===== src/rtl/seed_mode_pkg.sv =====
// Shared types and constants for the SEED block-cipher mode controller.
package seed_mode_pkg;

   localparam int BLK_W_DEFAULT = 128;

   localparam logic ENC = 1'b0;
   localparam logic DEC = 1'b1;

   typedef enum logic [1:0] {
      MODE_ECB  = 2'b00,
      MODE_CBC  = 2'b01,
      MODE_CTR  = 2'b10,
      MODE_RSVD = 2'b11
   } mode_e;

   typedef enum logic [2:0] {
      ST_IDLE,
      ST_KEY_LOAD,
      ST_KEY_WAIT,
      ST_READY,
      ST_ISSUE,
      ST_WAIT,
      ST_HOLD
   } state_e;

endpackage


===== src/rtl/seed_mode_chain.sv =====
// Chaining datapath: holds the IV/counter register and the mode-dependent
// pre-core and post-core XOR muxes.
module seed_mode_chain
   import seed_mode_pkg::*;
#(
   parameter int BLK_W = BLK_W_DEFAULT,
   parameter int CTR_W = 32
) (
   input  logic             clk,
   input  logic             rst,
   input  logic [1:0]       mode,
   input  logic             encdec,
   input  logic             iv_load,
   input  logic [BLK_W-1:0] iv,
   input  logic             chain_update,
   input  logic [BLK_W-1:0] blk_in,
   input  logic [BLK_W-1:0] blk,
   input  logic [BLK_W-1:0] core_out,
   output logic [BLK_W-1:0] pre_data,
   output logic [BLK_W-1:0] post_data
);

   localparam logic [BLK_W-1:0] CTR_MASK = {BLK_W{1'b1}} >> (BLK_W - CTR_W);
   localparam logic [BLK_W-1:0] ONE      = BLK_W'(1);

   logic [BLK_W-1:0] chain_q;
   logic [BLK_W-1:0] chain_d;
   logic [BLK_W-1:0] chain_inc;
   mode_e            mode_sel;

   assign mode_sel = mode_e'(mode);

   // Only the low CTR_W bits count; the carry out of the field is dropped.
   assign chain_inc = (chain_q & ~CTR_MASK) | ((chain_q + ONE) & CTR_MASK);

   always_comb begin
      pre_data = blk_in;
      case (mode_sel)
         MODE_CBC: pre_data = (encdec == ENC) ? (blk_in ^ chain_q) : blk_in;
         MODE_CTR: pre_data = chain_q;
         default:  pre_data = blk_in;
      endcase
   end

   always_comb begin
      post_data = core_out;
      case (mode_sel)
         MODE_CBC: post_data = (encdec == ENC) ? core_out : (core_out ^ chain_q);
         MODE_CTR: post_data = blk ^ core_out;
         default:  post_data = core_out;
      endcase
   end

   always_comb begin
      chain_d = chain_q;
      if (iv_load) begin
         chain_d = iv;
      end else if (chain_update) begin
         case (mode_sel)
            MODE_CBC: chain_d = (encdec == ENC) ? core_out : blk;
            MODE_CTR: chain_d = chain_inc;
            default:  chain_d = chain_q;
         endcase
      end
   end

   always_ff @(posedge clk or posedge rst) begin
      if (rst) begin
         chain_q <= '0;
      end else begin
         chain_q <= chain_d;
      end
   end

endmodule


===== src/rtl/seed_mode_ctrl.sv =====
// ECB/CBC/CTR mode controller between a valid/ready block stream and the
// pulse-handshake SEED core; one block in flight, one-block output register.
module seed_mode_ctrl
   import seed_mode_pkg::*;
#(
   parameter int BLK_W = BLK_W_DEFAULT,
   parameter int CTR_W = 32
) (
   input  logic             clk,
   input  logic             rst,
   input  logic             cfg_valid,
   output logic             cfg_ready,
   input  logic [1:0]       cfg_mode,
   input  logic             cfg_encdec,
   input  logic [BLK_W-1:0] cfg_key,
   input  logic [BLK_W-1:0] cfg_iv,
   input  logic             in_valid,
   output logic             in_ready,
   input  logic [BLK_W-1:0] in_data,
   output logic             out_valid,
   input  logic             out_ready,
   output logic [BLK_W-1:0] out_data,
   output logic             cfg_err,
   output logic [BLK_W-1:0] core_data_in,
   output logic             core_data_rdy,
   output logic             core_key_rdy,
   output logic             core_EncDec,
   input  logic [BLK_W-1:0] core_data_out,
   input  logic             core_data_valid,
   input  logic             core_key_valid,
   input  logic             core_busy
);

   state_e           state_q, state_d;
   mode_e            mode_q, mode_d;
   logic             encdec_q, encdec_d;
   logic [BLK_W-1:0] blk_q, blk_d;
   logic [BLK_W-1:0] out_data_q, out_data_d;
   logic             out_valid_q, out_valid_d;
   logic             cfg_err_q, cfg_err_d;
   logic [BLK_W-1:0] core_data_in_q, core_data_in_d;
   logic             core_data_rdy_q, core_data_rdy_d;
   logic             core_key_rdy_q, core_key_rdy_d;
   logic             core_encdec_q, core_encdec_d;

   logic             iv_load;
   logic             chain_update;
   logic [BLK_W-1:0] pre_data;
   logic [BLK_W-1:0] post_data;

   seed_mode_chain #(
      .BLK_W (BLK_W),
      .CTR_W (CTR_W)
   ) u_chain (
      .clk          (clk),
      .rst          (rst),
      .mode         (mode_q),
      .encdec       (encdec_q),
      .iv_load      (iv_load),
      .iv           (cfg_iv),
      .chain_update (chain_update),
      .blk_in       (in_data),
      .blk          (blk_q),
      .core_out     (core_data_out),
      .pre_data     (pre_data),
      .post_data    (post_data)
   );

   // READY implies no block in flight and an empty output register.
   assign in_ready  = (state_q == ST_READY);
   assign cfg_ready = (state_q == ST_IDLE) || (state_q == ST_READY);

   always_comb begin
      state_d         = state_q;
      mode_d          = mode_q;
      encdec_d        = encdec_q;
      blk_d           = blk_q;
      out_data_d      = out_data_q;
      out_valid_d     = out_valid_q;
      cfg_err_d       = cfg_err_q;
      core_data_in_d  = core_data_in_q;
      core_data_rdy_d = 1'b0;
      core_key_rdy_d  = 1'b0;
      core_encdec_d   = core_encdec_q;
      iv_load         = 1'b0;
      chain_update    = 1'b0;

      case (state_q)
         // Configuration takes priority over a simultaneous input block.
         ST_IDLE, ST_READY: begin
            if (cfg_valid) begin
               if (mode_e'(cfg_mode) == MODE_RSVD) begin
                  cfg_err_d = 1'b1;
               end else begin
                  cfg_err_d      = 1'b0;
                  mode_d         = mode_e'(cfg_mode);
                  encdec_d       = cfg_encdec;
                  iv_load        = 1'b1;
                  core_data_in_d = cfg_key;
                  core_key_rdy_d = 1'b1;
                  core_encdec_d  = (mode_e'(cfg_mode) == MODE_CTR) ? ENC : cfg_encdec;
                  state_d        = ST_KEY_LOAD;
               end
            end else if ((state_q == ST_READY) && in_valid) begin
               blk_d           = in_data;
               core_data_in_d  = pre_data;
               core_data_rdy_d = 1'b1;
               state_d         = ST_ISSUE;
            end
         end
         ST_KEY_LOAD: state_d = ST_KEY_WAIT;
         ST_KEY_WAIT: begin
            if (core_key_valid && !core_busy) begin
               state_d = ST_READY;
            end
         end
         ST_ISSUE: state_d = ST_WAIT;
         ST_WAIT: begin
            if (core_data_valid) begin
               out_data_d   = post_data;
               out_valid_d  = 1'b1;
               chain_update = 1'b1;
               state_d      = ST_HOLD;
            end
         end
         ST_HOLD: begin
            if (out_ready) begin
               out_valid_d = 1'b0;
               state_d     = ST_READY;
            end
         end
         default: state_d = ST_IDLE;
      endcase
   end

   always_ff @(posedge clk or posedge rst) begin
      if (rst) begin
         state_q         <= ST_IDLE;
         mode_q          <= MODE_ECB;
         encdec_q        <= ENC;
         blk_q           <= '0;
         out_data_q      <= '0;
         out_valid_q     <= 1'b0;
         cfg_err_q       <= 1'b0;
         core_data_in_q  <= '0;
         core_data_rdy_q <= 1'b0;
         core_key_rdy_q  <= 1'b0;
         core_encdec_q   <= ENC;
      end else begin
         state_q         <= state_d;
         mode_q          <= mode_d;
         encdec_q        <= encdec_d;
         blk_q           <= blk_d;
         out_data_q      <= out_data_d;
         out_valid_q     <= out_valid_d;
         cfg_err_q       <= cfg_err_d;
         core_data_in_q  <= core_data_in_d;
         core_data_rdy_q <= core_data_rdy_d;
         core_key_rdy_q  <= core_key_rdy_d;
         core_encdec_q   <= core_encdec_d;
      end
   end

   assign out_valid     = out_valid_q;
   assign out_data      = out_data_q;
   assign cfg_err       = cfg_err_q;
   assign core_data_in  = core_data_in_q;
   assign core_data_rdy = core_data_rdy_q;
   assign core_key_rdy  = core_key_rdy_q;
   assign core_EncDec   = core_encdec_q;

endmodule


===== config.mk =====
export PLATFORM = sky130hd
export DESIGN_NAME = seed_mode_ctrl
export DESIGN_NICKNAME = d
export VERILOG_FILES = /design/src/rtl/seed_mode_pkg.sv /design/src/rtl/seed_mode_chain.sv /design/src/rtl/seed_mode_ctrl.sv
export SDC_FILE = /design/constraint.sdc
export NUM_CORES = 2
export LEC_CHECK = 0
export ABC_CLOCK_PERIOD_IN_PS = 16620
export CAP_MARGIN = 10
export CORE_AREA = 3 3 305 307
export CTS_BUF_LIST = sky130_fd_sc_hd__clkbuf_4
export DETAILED_ROUTE_END_ITERATION = 16
export DIE_AREA = 0 0 308 310
export GPL_TIMING_DRIVEN = 0
export PLACE_DENSITY = 0.7
export SETUP_SLACK_MARGIN = 0.1
export SYNTH_ARGS = -nofsm -noshare
export SYNTH_HDL_FRONTEND = slang
export SYNTH_SLANG_ARGS = --single-unit

===== constraint.sdc =====
create_clock -name clk -period 16.62 [get_ports clk]
set_clock_uncertainty 0.2 [all_clocks]
set_input_delay 1.662 -clock clk [delete_from_list [all_inputs] [get_ports clk]]
set_output_delay 1.662 -clock clk [all_outputs]
set_load 0.03 [all_outputs]

==> results.txt <==
----------------------------------------------------
[Status]
  Outcome ... finished clean

[Finish]
  Filler Cells Inserted ... 8835
  Final layout net count ... 4933
  Synthesis-to-layout area growth ... 37.5%
  Cell area after layout ... 43400 µm²
  Ratio of cells with drive above 1 in the final layout ... approximately an eighth
  Sequential cell area in the final layout ... 13100 µm²
  Area of the multi-input gates ... 17100 µm²

[Floorplan]
  Die ar. ... around 95000 µm²
  Core Box Area ... 90300 µm²
  Chip height ... between 300 and 400 µm
  Effective utilization at floorplan ... 35.0%
  Die extent in x ... 308 µm
  Top-Level Pins ... 786
  Site row count ... 110

[Drt]
  Number of vias in the routed layout ... 35200
  Remaining antenna violation count ... 0
  Drt wl/cell ... about 30 µm
  Detailed Route WL ... ~180000 µm
  Avg Vias per Cell ... 6.12
  Initial drt markers ... 3996
  First-pass iteration count of the detailed router ... 12
  Number of remaining DRC errors ... 0

[Timing]
  Final Slew Violations ... 0
  Total negative setup slack ... 0 ns
  Setup repair after global routing missed its margin ... false
  Max-Slew Margin vs Limit ... 4.60%
  Actual slew at the worst max-slew pin ... 1.43 ns
  Upper clock frequency limit ... 193 MHz
  Number of failing hold endpoints at the final stage ... 0
  Count of endpoints failing setup in the final report ... 0
  Final critical path time including I/O delays and setup ... between 5 and 6 ns
  Portion of the clock cycle consumed by the worst path in the final layout ... a little under a third

[Power and ir drop]
  Static Leakage ... approximately 17 nW
  Power density over the cells ... 228 nW/µm²
  Internal power ... just under 5 mW
  Proportion of power drawn by combinational gates ... roughly three fifths
  Register share of total power ... 24.3%
  IR drop worst, VDD ... 120 µV
  Share of power burned in the clock network ... 13.8%
  Post-route total power ... 9.89 mW
  Net Sw Frac ... 51.4%
  Switching power ... 5.09 mW

[Setup path]
  Series of cell instances along the critical path ... clkdlybuf4s50_1 > and2_1 > or3_1 > clkbuf_1 > inv_1 > clkbuf_1 > buf_2 > buf_1 > nand2_1 > o31ai_1
  Critical path required time ... 17.36 ns
  Cell with the largest stage delay on the worst path ... clkbuf_1
  Crit path capture type ... register
  Data arrival time at the worst-slack endpoint ... 5.91 ns
  Critical Path Start Type ... input pin
  CP max stage delay ... 0.99 ns
  CP most frequent cell ... clkbuf_1
  Path type of the worst setup path ... in -> reg
  Top fanout value on the critical path ... 10

[CTS]
  Clk sinks ... 523
  Number of buffers added for setup after CTS ... 0
  Clock-pin slew on the worst setup and hold paths ... 0.06 ns
  Post-CTS resize count ... 0
  Max clock buf depth ... 3
  Total clock buffers created by CTS ... 159
  CTS root buffer ... clkbuf_4
  Hold_buf cts ... 0
  Clock latency reported for the late side of the worst-skew pair ... roughly 1.1 ns
  CTS tree ... done
  CTS H-tree depth ... 4

[Place]
  Cell area after placement ... 41200 µm²
  Port Buffer Count ... between 700 and 800
  Half-perimeter wire length after detailed placement ... 131000 µm
  Final weighted congestion in routability-driven placement ... about 0.97

[Synthesis]
  Portion of synthesized cell area occupied by the leading cell type ... 41.4%
  Cell with the most instances after synthesis ... dfrtp_1
  Number of different library cells in the post-synthesis netlist ... 63
  Mean area per synthesized cell ... 9.16 µm²
  Most area-hungry cell type in the Yosys netlist ... dfrtp_1
  Predominant post-synthesis flop cell ... dfrtp_1
  Dominant cells by area after synthesis ... dfrtp_1 (41%), mux2_2 (8.6%), mux2i_1 (8.0%), o21ai_0 (6.5%), a21oi_1 (5.2%)
  Part of the Yosys area used for sequential elements ... 41.4%
  Combined area of all synthesized cells ... 31600 µm²
  Synthesized instance count ... 3448
  Number of nets in the synthesized netlist ... 3974
  Count of flip-flops with a built-in enable after synthesis ... 0
  Ranking of synthesized cells by instance count ... dfrtp_1 (523), o21ai_0 (408), a21oi_1 (327), nor2_1 (312), clkbuf_1 (304)
  Share of async-settable or async-resettable flops after synthesis ... 100%
  Warnings from Yosys ... 0
  FF+latch count, synth ... 523

[Global routing]
  Wire length of the first global-routing pass ... 244000 µm
  Vias in the first global route ... 34100
  Total GRT Usage ... about a third
  Largest net degree at the start of global routing ... 125
  Initial antenna violation count ... 56
  Congestion Overflow GR ... 0

[Run]
  # Max-Cap Violations ... 0

[Worst hold path]
  Path category of the worst min-delay check ... reg -> reg

----------------------------------------------------
==> power groups by stage <==
| stage | registers (mW) | clock network (mW) | logic [mW] |
|---|---|---|---|
| after floorplan | 2.85 | 0 | 2.95 |
| after global placement | 2.37 | 0 | 5.87 |
| after detailed placement | 2.39 | 0 | 5.99 |
| after CTS | 2.38 | 1.37 | 6.01 |
| after global routing | 2.47 | 1.45 | 6.44 |
| final | 2.40 | 1.36 | 6.13 |
==> routing by layer <==
layer / vias to the layer above / wire (µm) / track usage, %
met4: 18 / 10300 / 21.6
met2: 2302 / 80000 / 55.2
li1: 15000 / - / -
met3: 508 / 17800 / 10.7
met5: - / 130 / 0
met1: 17400 / 66700 / 42.8
==> area by class of cell <==
class / count / share of cell area [%]
repair buffers: 798 / 18.8
diodes: 53 / 0.305
flip-flops and latches: 523 / 30.1
inverters: 10 / 0.104
plain buffers: 355 / 3.18
clock inverters: 49 / 0.746
multi-input cells: 2560 / 39.4
well taps: 1176 / 3.39
clock buffers: 231 / 3.99
==> worst max-delay path: cells and delay by family <==
kind	cells	cell delay, ns
compound gates	1	0.13
buf+inv	6	3.21
simple gates	3	0.88
==> through the flow <==
stage | util [%] | cells | setup slack, ns | hold WS [ns]
after floorplan | - | 3448 | 0.146 | 0.292
after global placement | 45.3 | 5408 | -7.78 | 0.262
after detailed placement | 45.7 | 5421 | 10.57 | 0.269
after CTS | 48.0 | 5701 | 11.70 | 0.283
after global routing | 48.1 | 5741 | 11.54 | 0.296
final | 48.1 | 5755 | 11.44 | 0.281
==> cells in the final DEF (no fill, tap or decap), types with 14 or more instances in the layout <==
cell type / netlist / layout
nor2b_1: 133 / 133
nand3_1: 14 / 14
nor2_1: 312 / 311
a221o_1: 52 / 52
a32o_1: 128 / 128
dfrtp_1: 523 / 523
clkbuf_1: 304 / 294
a222oi_1: 54 / 54
clkinv_1: 1 / 33
buf_1: 34 / 33
a22oi_1: 77 / 77
nor3_1: 127 / 127
a21oi_1: 327 / 327
mux2i_1: 253 / 253
clkbuf_4: 0 / 231
o221ai_1: 75 / 75
diode_2: 0 / 53
clkdlybuf4s50_1: 0 / 784
mux2_2: 240 / 240
o21ai_0: 408 / 408
nand4_1: 20 / 20
nand2_1: 216 / 216
==> flip-flops by register name (all words and copies together), names as in the netlist <==
register	cells
core_EncDec	1
core_data_in	128
cfg_err	1
mode_q	2
core_key_rdy	1
encdec_q	1
blk_q	128
u_chain.chain_q	128
state_q	3
out_data	128
core_data_rdy	1
out_valid	1
==> worst paths after layout <==
check                                          from                              end  depth (start not counted)  slack, ns
hold / removal             out_data[42]$_DFFE_PP0P_         out_data[42]$_DFFE_PP0P_                          2       0.28
min in group asynchronous                       rst            blk_q[24]$_DFFE_PP0P_                          2       0.81
setup / recovery                        cfg_mode[1]  u_chain.chain_q[12]$_DFFE_PP0P_                         10      11.44
hold reg to reg            out_data[42]$_DFFE_PP0P_         out_data[42]$_DFFE_PP0P_                          2       0.28
setup reg to reg              mode_q[0]$_DFFE_PP0P_  u_chain.chain_q[20]$_DFFE_PP0P_                          8      11.84
max in group asynchronous                       rst  u_chain.chain_q[67]$_DFFE_PP0P_                          4      13.75
==> kinds of logic after synthesis <==
kind of cell / count (synthesis) / share of synthesized area (%)
multiplexers: 493 / 16.6
AO/OA/AOI/OAI: 1178 / 24.3
buffers and inverters: 365 / 4.45
AND/OR/NAND/NOR: 873 / 12.8
flip-flops: 523 / 41.4
adder cells (fa/ha/maj): 3 / 0.119
XOR/XNOR: 13 / 0.360
Note: power is estimated with default switching activity, not from simulation.
